--- src/rtl/mem_march_master.sv ---
// March-style write/read-back tester for a 16 x 8 memory: writes a seeded pattern,
// reads it back, repeats with the pattern inverted, and reports the result.
module mem_march_master #(
    parameter int RD_LAT = 1
) (
    input  logic       clk,
    input  logic       rst,
    input  logic       start,
    input  logic [7:0] pattern,
    output logic       mem_w,
    output logic [3:0] mem_addr,
    output logic [7:0] mem_din,
    input  logic [7:0] mem_dout,
    output logic       busy,
    output logic       done,
    output logic       pass,
    output logic [5:0] err_count,
    output logic [3:0] fail_addr,
    output logic [7:0] fail_data,
    output logic       fail_phase
);

    typedef enum logic [2:0] {IDLE, WRITE, READ, DRAIN, DONE} state_t;

    state_t     state, state_n;
    logic [3:0] a, a_n;
    logic       ph, ph_n;
    logic [7:0] seed, seed_n;
    logic [1:0] cnt, cnt_n;
    logic [5:0] err_n;
    logic [3:0] fa_n;
    logic [7:0] fd_n;
    logic       fp_n;
    logic       pass_n;
    logic       w_n;
    logic [3:0] addr_n;
    logic [7:0] din_n;
    logic       iss_v, cmp_v, cmp_ph, phase_end, mism;
    logic [3:0] cmp_a;

    function automatic logic [7:0] exp_data(input logic [7:0] s, input logic [3:0] ad,
                                            input logic p);
        logic [7:0] v;
        v = s + {4'b0000, ad};
        return p ? ~v : v;
    endfunction

    assign iss_v = (state == READ);

    // Read address/phase travel alongside the memory latency so each returning
    // word is checked against what was asked for.
    if (RD_LAT == 0) begin : g_nopipe
        assign cmp_v  = iss_v;
        assign cmp_a  = a;
        assign cmp_ph = ph;
    end else begin : g_pipe
        logic       pv [RD_LAT];
        logic [3:0] pa [RD_LAT];
        logic       pp [RD_LAT];

        always_ff @(posedge clk or posedge rst) begin
            if (rst) begin
                for (int i = 0; i < RD_LAT; i++) begin
                    pv[i] <= 1'b0;
                    pa[i] <= 4'd0;
                    pp[i] <= 1'b0;
                end
            end else begin
                pv[0] <= iss_v;
                pa[0] <= a;
                pp[0] <= ph;
                for (int i = 1; i < RD_LAT; i++) begin
                    pv[i] <= pv[i-1];
                    pa[i] <= pa[i-1];
                    pp[i] <= pp[i-1];
                end
            end
        end

        assign cmp_v  = pv[RD_LAT-1];
        assign cmp_a  = pa[RD_LAT-1];
        assign cmp_ph = pp[RD_LAT-1];
    end

    assign phase_end = ((state == READ) && (a == 4'd15) && (RD_LAT == 0)) ||
                       ((state == DRAIN) && (cnt == 2'(RD_LAT - 1)));
    assign mism = cmp_v && (mem_dout != exp_data(seed, cmp_a, cmp_ph));

    // Outputs are registered, so they are derived from the next state.
    always_comb begin
        state_n = state;
        a_n     = a;
        ph_n    = ph;
        seed_n  = seed;
        cnt_n   = cnt;
        err_n   = err_count;
        fa_n    = fail_addr;
        fd_n    = fail_data;
        fp_n    = fail_phase;
        pass_n  = pass;

        if (mism) begin
            err_n = err_count + 6'd1;
            if (err_count == 6'd0) begin
                fa_n = cmp_a;
                fd_n = mem_dout;
                fp_n = cmp_ph;
            end
        end

        case (state)
            IDLE: begin
                if (start) begin
                    seed_n  = pattern;
                    ph_n    = 1'b0;
                    a_n     = 4'd0;
                    err_n   = 6'd0;
                    pass_n  = 1'b0;
                    fa_n    = 4'd0;
                    fd_n    = 8'd0;
                    fp_n    = 1'b0;
                    state_n = WRITE;
                end
            end
            WRITE: begin
                a_n = a + 4'd1;
                if (a == 4'd15) state_n = READ;
            end
            READ: begin
                a_n = a + 4'd1;
                if (a == 4'd15) begin
                    state_n = DRAIN;
                    cnt_n   = 2'd0;
                end
            end
            DRAIN:   cnt_n = cnt + 2'd1;
            DONE:    state_n = IDLE;
            default: state_n = IDLE;
        endcase

        if (phase_end) begin
            if (!ph) begin
                ph_n    = 1'b1;
                a_n     = 4'd0;
                state_n = WRITE;
            end else begin
                state_n = DONE;
            end
        end

        if (state_n == DONE) pass_n = (err_n == 6'd0);

        w_n    = (state_n == WRITE);
        addr_n = 4'd0;
        din_n  = 8'd0;
        if (state_n == WRITE) begin
            addr_n = a_n;
            din_n  = exp_data(seed_n, a_n, ph_n);
        end else if (state_n == READ) begin
            addr_n = a_n;
        end else if (state_n == DRAIN) begin
            addr_n = 4'd15;
        end
    end

    always_ff @(posedge clk or posedge rst) begin
        if (rst) begin
            state      <= IDLE;
            a          <= 4'd0;
            ph         <= 1'b0;
            seed       <= 8'd0;
            cnt        <= 2'd0;
            mem_w      <= 1'b0;
            mem_addr   <= 4'd0;
            mem_din    <= 8'd0;
            busy       <= 1'b0;
            done       <= 1'b0;
            pass       <= 1'b0;
            err_count  <= 6'd0;
            fail_addr  <= 4'd0;
            fail_data  <= 8'd0;
            fail_phase <= 1'b0;
        end else begin
            state      <= state_n;
            a          <= a_n;
            ph         <= ph_n;
            seed       <= seed_n;
            cnt        <= cnt_n;
            mem_w      <= w_n;
            mem_addr   <= addr_n;
            mem_din    <= din_n;
            busy       <= (state_n == WRITE) || (state_n == READ) || (state_n == DRAIN);
            done       <= (state_n == DONE);
            pass       <= pass_n;
            err_count  <= err_n;
            fail_addr  <= fa_n;
            fail_data  <= fd_n;
            fail_phase <= fp_n;
        end
    end

endmodule
--- config.mk ---
export PLATFORM = sky130hd
export DESIGN_NAME = mem_march_master
export DESIGN_NICKNAME = d
export VERILOG_FILES = /design/src/rtl/mem_march_master.sv
export SDC_FILE = /design/constraint.sdc
export NUM_CORES = 1
export LEC_CHECK = 0
export ABC_AREA = 1
export ABC_CLOCK_PERIOD_IN_PS = 2200
export CORE_AREA = 2 2 86 88
export DETAILED_ROUTE_END_ITERATION = 10
export DIE_AREA = 0 0 88 90
export GPL_ROUTABILITY_DRIVEN = 0
export PLACE_DENSITY = 0.87
export SLEW_MARGIN = 20
export SYNTH_ARGS = -nofsm -noshare
export SYNTH_HDL_FRONTEND = slang
export SYNTH_SLANG_ARGS = --single-unit
--- constraint.sdc ---
create_clock -name clk -period 2.2 [get_ports clk]
set_input_delay 0.66 -clock clk [delete_from_list [all_inputs] [get_ports clk]]
set_output_delay 0.66 -clock clk [all_outputs]
set_load 0.005 [all_outputs]
# ---- Word-level counts from Yosys, hierarchy flattened
# Cells that the tools add are included.
dict set report classes {
  magnitude_cmp 0
  n_mul 0
  n_mux 42
  reduce_logical 14
  eq_ne 10
  div 0
  bitwise_logic 2
  add_sub_neg 5
  n_shift 0
}
# op n
set op_table {}
lappend op_table {{8-bit two-way mux} 9}
lappend op_table {{4-bit two-way mux} 10}
lappend op_table {{6-bit two-way mux} 3}
lappend op_table {{8-bit by 4-bit adder with 8-bit output} 2}
lappend op_table {{8-bit NOT} 2}
lappend op_table {{3-bit two-way mux} 5}
lappend op_table {{3-bit by 2-bit equality test with 1-bit output, second input constant} 4}
lappend op_table {{6-bit zero test} 2}
lappend op_table {{3-bit one-hot mux with 4 select lines} 1}
lappend op_table {{1-bit two-way mux} 11}
lappend op_table {{8-bit != test} 1}
lappend op_table {{4-bit one-hot mux with 2 select lines} 1}
lappend op_table {{6-bit by 1-bit adder with 6-bit output, second input constant} 1}
lappend op_table {{3-bit by 1-bit equality test with 1-bit output, second input constant} 2}
lappend op_table {{2-bit nonzero test} 3}
lappend op_table {{4-bit by 1-bit adder with 4-bit output, second input constant} 1}
lappend op_table {{4-bit equality test, second input constant} 1}
lappend op_table {{2-bit one-hot mux with 2 select lines} 1}
lappend op_table {{2-bit AND reduction} 2}
lappend op_table {{3-bit equality test, second input constant} 1}
lappend op_table {{3-bit zero test} 1}
lappend op_table {{2-bit by 1-bit adder with 2-bit output, second input constant} 1}
lappend op_table {{1-bit logical AND} 2}
lappend op_table {{2-bit zero test} 1}
lappend op_table {{4 further kinds} 5}
dict set report totals {
  in_bits 19
  ff_bits 59
  out_inout_bits 35
  rom_bits 0
  latch_bits 0
  mem_count 0
  mem_bits_rw 0
  wordCells 91
}

# ---- Longest topological paths before layout
# Gate-level depths: netlist of the first run.
dict set report logic_depth {
  ltp_word 10
  mapped_depth 21
  mapped_depth_nobuf 21
}

# ---- Worst setup path before layout of the first run
# OpenSTA, ideal clock, no wires.
dict set report synth_timing {
  path_type {input-to-reg}
  startpoint {in start}
  endpoint {reg mem_din[4]}
  setup_ps 120
  slack_ps -379
  arrival_ps 2459
  required_time_ps 2080
  cell_stages 12
  path_buffers 0
  cell_sequence {nand3_1 > clkinv_1 > nor2_1 > nand2_1 > a21oi_1 > ha_1 > a21oi_1 > inv_1 > a31oi_1 > xnor2_1 > xor2_1 > nor2_1}
}
dict set report synth_via {
  elab_chain_cells 8
  elab_cells_between_ends 18
  cone_classes {add/sub: 1; eq/ne: 1; mux: 15; bitwise: 1}
}
# item line
set synth_lines {}
lappend synth_lines {{start: declaration} 8} ;# input logic start,
lappend synth_lines {{4-bit two-way mux *} 113} ;# if (start) begin
lappend synth_lines {{4-bit one-hot mux with 2 select lines *} 111} ;# case (state)
lappend synth_lines {{4-bit two-way mux} 142} ;# if (!ph) begin
lappend synth_lines {{4-bit two-way mux *} 141} ;# if (phase_end) begin
lappend synth_lines {{net a_n[3]} 26} ;# logic [3:0] a, a_n;
lappend synth_lines {{8-bit by 4-bit adder with 8-bit output *} 44} ;# v = s + {4'b0000, ad};
lappend synth_lines {{8-bit NOT} 45} ;# return p ? ~v : v;
lappend synth_lines {{8-bit two-way mux *} 45}
lappend synth_lines {{8-bit two-way mux *} 156} ;# if (state_n == WRITE) begin
lappend synth_lines {{net din_n[4]} 37} ;# logic [7:0] din_n;
lappend synth_lines {{end signal: assignment} 191} ;# mem_din <= din_n;
lappend synth_lines {{end: declaration} 12} ;# output logic [7:0] mem_din,
# The timed path passes the listed nets; every way through them passes the cells marked *.
# A chain may end at the register's enable or synchronous reset.

# ---- Final worst setup path of the first run
dict set report layout_timing {
  startpoint {reg seed[0]}
  endpoint {reg pass}
}
dict set report layout_via {
  elab_chain_cells 10
}
# item line
set layout_lines {}
lappend layout_lines {{start: declaration} 28} ;# logic [7:0] seed, seed_n;
lappend layout_lines {{start signal: assignment} 187} ;# seed <= seed_n;
lappend layout_lines {{8-bit by 4-bit adder with 8-bit output *} 44}
lappend layout_lines {{8-bit NOT} 45}
lappend layout_lines {{8-bit two-way mux *} 45}
lappend layout_lines {{8-bit != test *} 87} ;# assign mism = cmp_v && (mem_dout != exp_data(seed, cmp_a, cmp_ph));
lappend layout_lines {{1-bit logical AND *} 87}
lappend layout_lines {{6-bit two-way mux *} 102} ;# if (mism) begin
lappend layout_lines {{6-bit two-way mux} 113}
lappend layout_lines {{6-bit two-way mux *} 111}
lappend layout_lines {{6-bit zero test *} 151} ;# if (state_n == DONE) pass_n = (err_n == 6'd0);
lappend layout_lines {{1-bit two-way mux *} 151}
lappend layout_lines {{end signal: assignment} 194} ;# pass <= pass_n;
lappend layout_lines {{end: declaration} 16} ;# output logic pass,
# Every way passes the cells marked *; elsewhere a longest branch is shown, timed or not.

==> results of run 1 <==
power by group through the flow:
stage | Clock (uW) | Sequential (uW) | Combinational, uW
global route | 900 | 1830 | 5920
finish | 844 | 1790 | 5430
CTS | 845 | 1770 | 4670
detailed placement | 0 | 1770 | 4150
global placement | 0 | 1770 | 3980
floorplan | 0 | 1740 | 2750
cells in the mapped netlist, types with 3 or more instances:
master / instances / area [um2]
nand2_1: 103 / 387
inv_1: 67 / 251
dfrtp_1: 59 / 1480
nand3_1: 27 / 135
a21oi_1: 25 / 125
o21ai_0: 25 / 125
nor2_1: 24 / 90.1
ha_1: 12 / 150
xnor2_1: 12 / 105
xor2_1: 8 / 70.1
nor2_2: 6 / 37.5
nor3_1: 4 / 20.0
buf_2: 3 / 15.0
buf_6: 3 / 33.8
nand3b_1: 3 / 22.5
o21ai_1: 3 / 15.0
worst max-delay path by stage:
stage	endpoint	start	slack, ps
floorplan	mem_din[4]	state[1]	-190
global placement	mem_din[4]	start	-650
detailed placement	mem_din[7]	start	-810
CTS	pass	seed[0]	-170
global route	pass	seed[0]	-460
finish	pass	seed[0]	-300
per-layer routing:
| layer | vias up | track usage |
|---|---|---|
| li1 | 1513 | - |
| met1 | 1502 | 0.268 |
| met2 | 123 | 0.384 |
| met3 | 31 | 0.0551 |
| met4 | 0 | 0.0936 |
| met5 | - | 0 |
cells by family (layout without fill, tap and decap cells):
kind of cell / Yosys count / after routing / synth area share
simple gates: 181 / 184 / 0.248
buf+inv: 78 / 193 / 0.0997
flops: 59 / 59 / 0.451
compound gates: 57 / 57 / 0.0905
xor+xnor: 20 / 20 / 0.0535
fa+ha+maj: 14 / 14 / 0.0581
what timing repair did:
action                                  CTS  global route
endpoints found under the setup margin   27            27
pin swaps                                31            35
setup buffers                             8            11
resized for setup                        35            39
gates cloned                              2             1
flip-flops by register name (all words and copies together) (netlist names), 2 cells and up:
register,count
mem_addr,4
fail_addr,4
cmp_a,4
cnt,2
mem_din,8
a,4
seed,8
state,3
fail_data,8
err_count,6
worst max-delay path, stage by stage (launching register included):
cell	delay, ps
dfrtp_1	400
ha_2	200
inv_2	70
fa_2	460
xnor2_2	200
and3_1	180
nor2_1	50
nor2_2	200
nand2_4	110
nand2_4	100
nand2_2	80
nand2_2	80
nand2_2	50
nand2_1	70
nor2_1	40
nand2_1	60
nand2_1	50
area by class of cell:
cell class | count | area [um2]
Inverter | 70 | 268
Timing Repair Buffer | 108 | 992
Clock buffer | 12 | 145
Fill cell | 495 | 2200
Tap cell | 99 | 124
Sequential cell | 59 | 1480
Multi-Input combinational cell | 275 | 1800
Clock inverter | 3 | 15.0
through the flow:
step,cells,setup TNS (ps),utilization,hold WS (ps),setup WS (ps)
final,626,-5380,0.687,473,-301
after CTS,614,-2220,0.654,454,-172
after global placement,589,-9100,0.600,429,-654
after detailed placement,589,-11420,0.600,425,-805
after floorplan,409,-650,-,395,-187
after global routing,626,-8320,0.687,478,-456
==> reports/results.ini, run 1 <==
[cts]
cts_hold_buffers=0
numCtsBuffers=9
htree_levels=3
clk_pin_slew_ps=70
cts.sinks=59
clk_latency_ps=350
cts_root_buf=clkbuf_8
clockBufferDepth=2
cts_tree=done

[floorplanning]
die_x_um=88
rows=31
fp.coreArea_um2=7020
dieArea_um2=7920
io-pin-count=54
initial_core_util=0.467
dieHeight_um=90

[synthesis]
synth_ff_type=dfrtp_1
synth.distinct_cells=34
ys_seq_area_frac=0.451
syn_area_per_cell_um2=8.01
yosys_warnings=0
synth-async-reset-ratio=1.00
syn_inst=409
ys_ff_latch=59
synth_edf_count=0
synth_nets=442
syn_area_um2=3280

[setup_path]
r2r_slack_ps=-300
crit_path_start_kind=flip-flop
path_class=reg -> reg
timing.reg2reg.worst_path_depth=16
path_max_fanout=5
r2r-start=seed[0]
r2r_end=pass
cp.arrival_ps=2740
required_ps=2440
setup.worst_path.end_class=flip-flop

[timing]
fin_ws_ps=-301
tightestPinTransition_ps=1010
fin_crit_ps=2500
hold_viol_final=0
fin_skew_ps=9.43
finalCritPeriodShare=1.14
rsz0062_at_grt=yes
slew_violations=0
fmaxAchievable_mhz=400
maxSlewHeadroom=0.321
finalSetupViolCount=27

[run]
max_cap_violations=0

[pwr]
irDropWorstVdd_v=0.00152
p_leak_uw=0.00241
powerDensity_nw_per_um2=1670
clkPwrFrac=0.105
p_sw_uw=3490
pwr-share-comb=0.673
finalPower_uw=8070
seqPwrFrac=0.222
swShare=0.433
p_int_uw=4570

[routing]
top_layer=met4
wl_met1_um=3560
vias=3169
ant_nets=0
first_iter_violations=199
dr.pass1.iters=4
wl_per_cell_um=14.5
met3_length_um=570
drc=0
routed-wl-met2_um=4650
via_per_inst=5.06
routed_wl_um=9070

[layout]
final_net_count=556
stdcell_area_um2=4820
synthToLayoutAreaGrowth_pct=47.2
n_antenna_cell=0
final_cell_mix=nand2_1, inv_1, dfrtp_1, clkdlybuf4s50_1, buf_4
final_common_cell=nand2_1
layout-drive-gt1-share=0.277

[min_path]
hold_class=reg -> reg
hold_path_end=cmp_a[3]
hp-start=a[3]
min_path_cells=0

[global_route]
grt_overflow_total=0
grt_usage=0.226
grt_max_degree=50
antenna_found_initial=0
grt_pass1_wl_um=13900
first_global_vias=3055

[status]
violations=setup timing
status=finished with violations

[placement]
placed_cell_area_um2=4210
io_buffers=53
dp.final_hpwl_um=5660

No activity file was read; power rests on OpenSTA's default activity.
==> run 2: changes to the inputs <==
==> constraint.sdc (replaced) <==
create_clock -name clk -period 2.2 [get_ports clk]
set_input_delay 0.66 -clock clk [delete_from_list [all_inputs] [get_ports clk]]
set_output_delay 0.66 -clock clk [all_outputs]
set_load 0.01 [all_outputs]
==> results of run 2 <==
Same layout as run 1 (identical final DEF). Status: finished with violations: setup timing.
Among the figures that moved: total power 8070 uW -> 8140 uW; worst IR drop on VDD 0.00152 V -> 0.00155 V
==> run 3: changes to the inputs <==
--- a/config.mk
+++ b/config.mk
@@ -11,7 +11,8 @@
 export DETAILED_ROUTE_END_ITERATION = 10
 export DIE_AREA = 0 0 88 90
 export GPL_ROUTABILITY_DRIVEN = 0
-export PLACE_DENSITY = 0.87
+export GPL_TIMING_DRIVEN = 0
+export PLACE_DENSITY = 0.75
 export SLEW_MARGIN = 20
 export SYNTH_ARGS = -nofsm -noshare
 export SYNTH_HDL_FRONTEND = slang
==> run 3 against run 2 <==
The flow still finishes with violations (setup timing). Via count decreased by 3.5%. Count of clock-buffer cells in the layout unchanged. Worst hold slack improved by 7.0 ps. Critical path depth decreased by 2. First-iteration DRC count increased by 43%. Clock power increased by 26%. Utilization increased by 0.71 points. Wire length unchanged. Fmax decreased by 0.31%.
==> reports/results.ini, run 3 (synthesis gave the netlist of run 1 again) <==
[status]
status=finished with violations  ; unchanged
violations=setup timing  ; unchanged

[layout]
finalNonFillerCells=610  ; was 626
fillCellCount=504  ; was 495
final_common_cell=nand2_1  ; unchanged
final_cell_mix=nand2_1, dfrtp_1, inv_1, clkdlybuf4s50_1, buf_4  ; was nand2_1, inv_1, dfrtp_1, clkdlybuf4s50_1, buf_4
reg_top3=fail_data: 8 flops, mem_din: 8 flops, seed: 8 flops  ; unchanged
n_antenna_cell=0  ; unchanged
final_net_count=539  ; was 556
layout-drive-gt1-share=0.299  ; was 0.277
synthToLayoutAreaGrowth_pct=48.7  ; was 47.2%

[run]
max_cap_violations=0  ; unchanged

[timing]
fin_ws_ps=-309  ; was -301 ps
slew_violations=0  ; unchanged
fmaxAchievable_mhz=399  ; was 400 MHz
fin_crit_ps=2510  ; was 2500 ps
whs_ps=480  ; was 473 ps
hold_viol_final=0  ; unchanged
maxSlewHeadroom=0.534  ; was 0.321
tightestPinTransition_ps=700  ; was 1010 ps
finalCritPeriodShare=1.14  ; about the same
finalSetupViolCount=27  ; unchanged
fin_skew_ps=12.8  ; was 9.43 ps
rsz0062_at_grt=yes  ; unchanged

[setup_path]
timing.reg2reg.worst_path_depth=14  ; was 16
path_max_fanout=5  ; unchanged
crit_start=state[1]  ; was seed[0]
path_cells=inv_2 > nor2_4 > inv_4 > o21ai_4 > buf_6 > nor2_4 > inv_2 > a21oi_4 > ha_4 > fa_2 > a31oi_4 > xnor2_2 > xor2_1 > nor2_1  ; was ha_2 > inv_2 > fa_2 > xnor2_2 > and3_1 > nor2_1 > nor2_2 > nand2_4 > nand2_4 > nand2_2 > nand2_2 > nand2_2 > nand2_1 > nor2_1 > nand2_1 > nand2_1
r2r_end=mem_din[4]  ; was pass
required_ps=2430  ; was 2440 ps
r2r-start=state[1]  ; was seed[0]
slowest_stage=dfrtp_1  ; was fa_2
cp.arrival_ps=2740  ; about the same
crit_path_start_kind=flip-flop  ; unchanged
setup.worst_path.end_class=flip-flop  ; unchanged
r2r_slack_ps=-310  ; was -300 ps
crit_end=mem_din[4]  ; was pass
path_class=reg -> reg  ; unchanged
critical_path.max_stage_delay_ps=420  ; was 460 ps

[cts]
clk_pin_slew_ps=80  ; was 70 ps
clockBufferDepth=2  ; unchanged
cts_root_buf=clkbuf_8  ; unchanged
cts.sinks=59  ; unchanged
numCtsBuffers=9  ; unchanged
clk_latency_ps=340  ; was 350 ps
cts_tree=done  ; unchanged
cts_hold_buffers=0  ; unchanged
htree_levels=3  ; unchanged

[routing]
drc=0  ; unchanged
via_per_inst=5.01  ; was 5.06
ant_nets=0  ; unchanged
first_iter_violations=284  ; was 199
routed_wl_um=9070  ; unchanged
wl_per_cell_um=14.9  ; was 14.5 um
vias=3058  ; was 3169
dr.pass1.iters=5  ; was 4

[floorplanning]
rows=31  ; unchanged
fp.coreArea_um2=7020  ; unchanged
initial_core_util=0.467  ; unchanged
dieHeight_um=90  ; unchanged
dieArea_um2=7920  ; unchanged
io-pin-count=54  ; unchanged
die_x_um=88  ; unchanged

[global_route]
first_global_vias=3007  ; was 3055
grt_overflow_total=0  ; unchanged
grt_max_degree=60  ; was 50
grt_pass1_wl_um=13900  ; about the same
antenna_found_initial=0  ; unchanged
grt_usage=0.225  ; was 0.226

[min_path]
hold_class=reg -> reg  ; unchanged
hp-start=a[3]  ; unchanged

[pwr]
irDropWorstVdd_v=0.00133  ; was 0.00155 V
powerDensity_nw_per_um2=1720  ; was 1690 nW/um2
p_leak_uw=0.00238  ; was 0.00241 uW

[placement]
io_buffers=53  ; unchanged
dp.cells=561  ; was 589
dp.final_hpwl_um=5290  ; was 5660 um

## run 3: area by class of cell
cell class	instances	area (um2)	area share
inverters	70	280	0.0575
plain buffers	8	80.1	0.0164
clock inverters	4	47.5	0.00976
well taps	99	124	0.0254
flip-flops and latches	59	1480	0.304
multi-input cells	272	1880	0.385
repair buffers	86	820	0.168
clock buffers	12	165	0.0339
## run 3: worst min path at each step
stage                    end  cells after the start
CTS                 cmp_a[3]                      0
detailed placement  cmp_a[3]                      0
global placement    cmp_a[3]                      0
floorplan           cmp_a[3]                      0
finish              cmp_a[3]                      0
global route        cmp_a[3]                      0
## run 3: routing by layer
layer | part of all wire | routed length, um | global-route usage
met1 | 0.41 | 3680 | 0.277
met2 | 0.52 | 4740 | 0.378
met3 | 0.045 | 410 | 0.0560
met4 | 0.027 | 246 | 0.0782
met5 | 0 | 0 | 0
## run 3: report_power, final
group / leakage [uW] / switching (uW) / internal, uW
combinational: 0.00152 / 2960 / 2560
clock: 0.000108 / 447 / 612
sequential: 0.000754 / 287 / 1510
## run 3: worst max-delay path: cells and delay by family (launching register included)
family,cells,cell delay (ps)
xor+xnor,2,310
flops,1,420
buf+inv,4,350
compound gates,3,490
simple gates,3,230
fa+ha+maj,2,600
## run 3: what timing repair did
action,4_1_cts,5_1_grt
gates resized for setup,54,51
setup buffers,19,14
pin swaps,30,31
gates cloned,1,0
setup endpoints to repair,27,27
## run 3: metrics by stage
step	worst slack, ps	total power [uW]	utilization	cell area [um2]	setup TNS (ps)
floorplan	-187	4570	-	3350	-650
global placement	-925	5460	0.570	4010	-64600
detailed placement	-933	5590	0.571	4010	-12480
CTS	-184	7450	0.653	4590	-2370
global route	-426	9000	0.694	4870	-6200
finish	-309	8380	0.694	4870	-4180
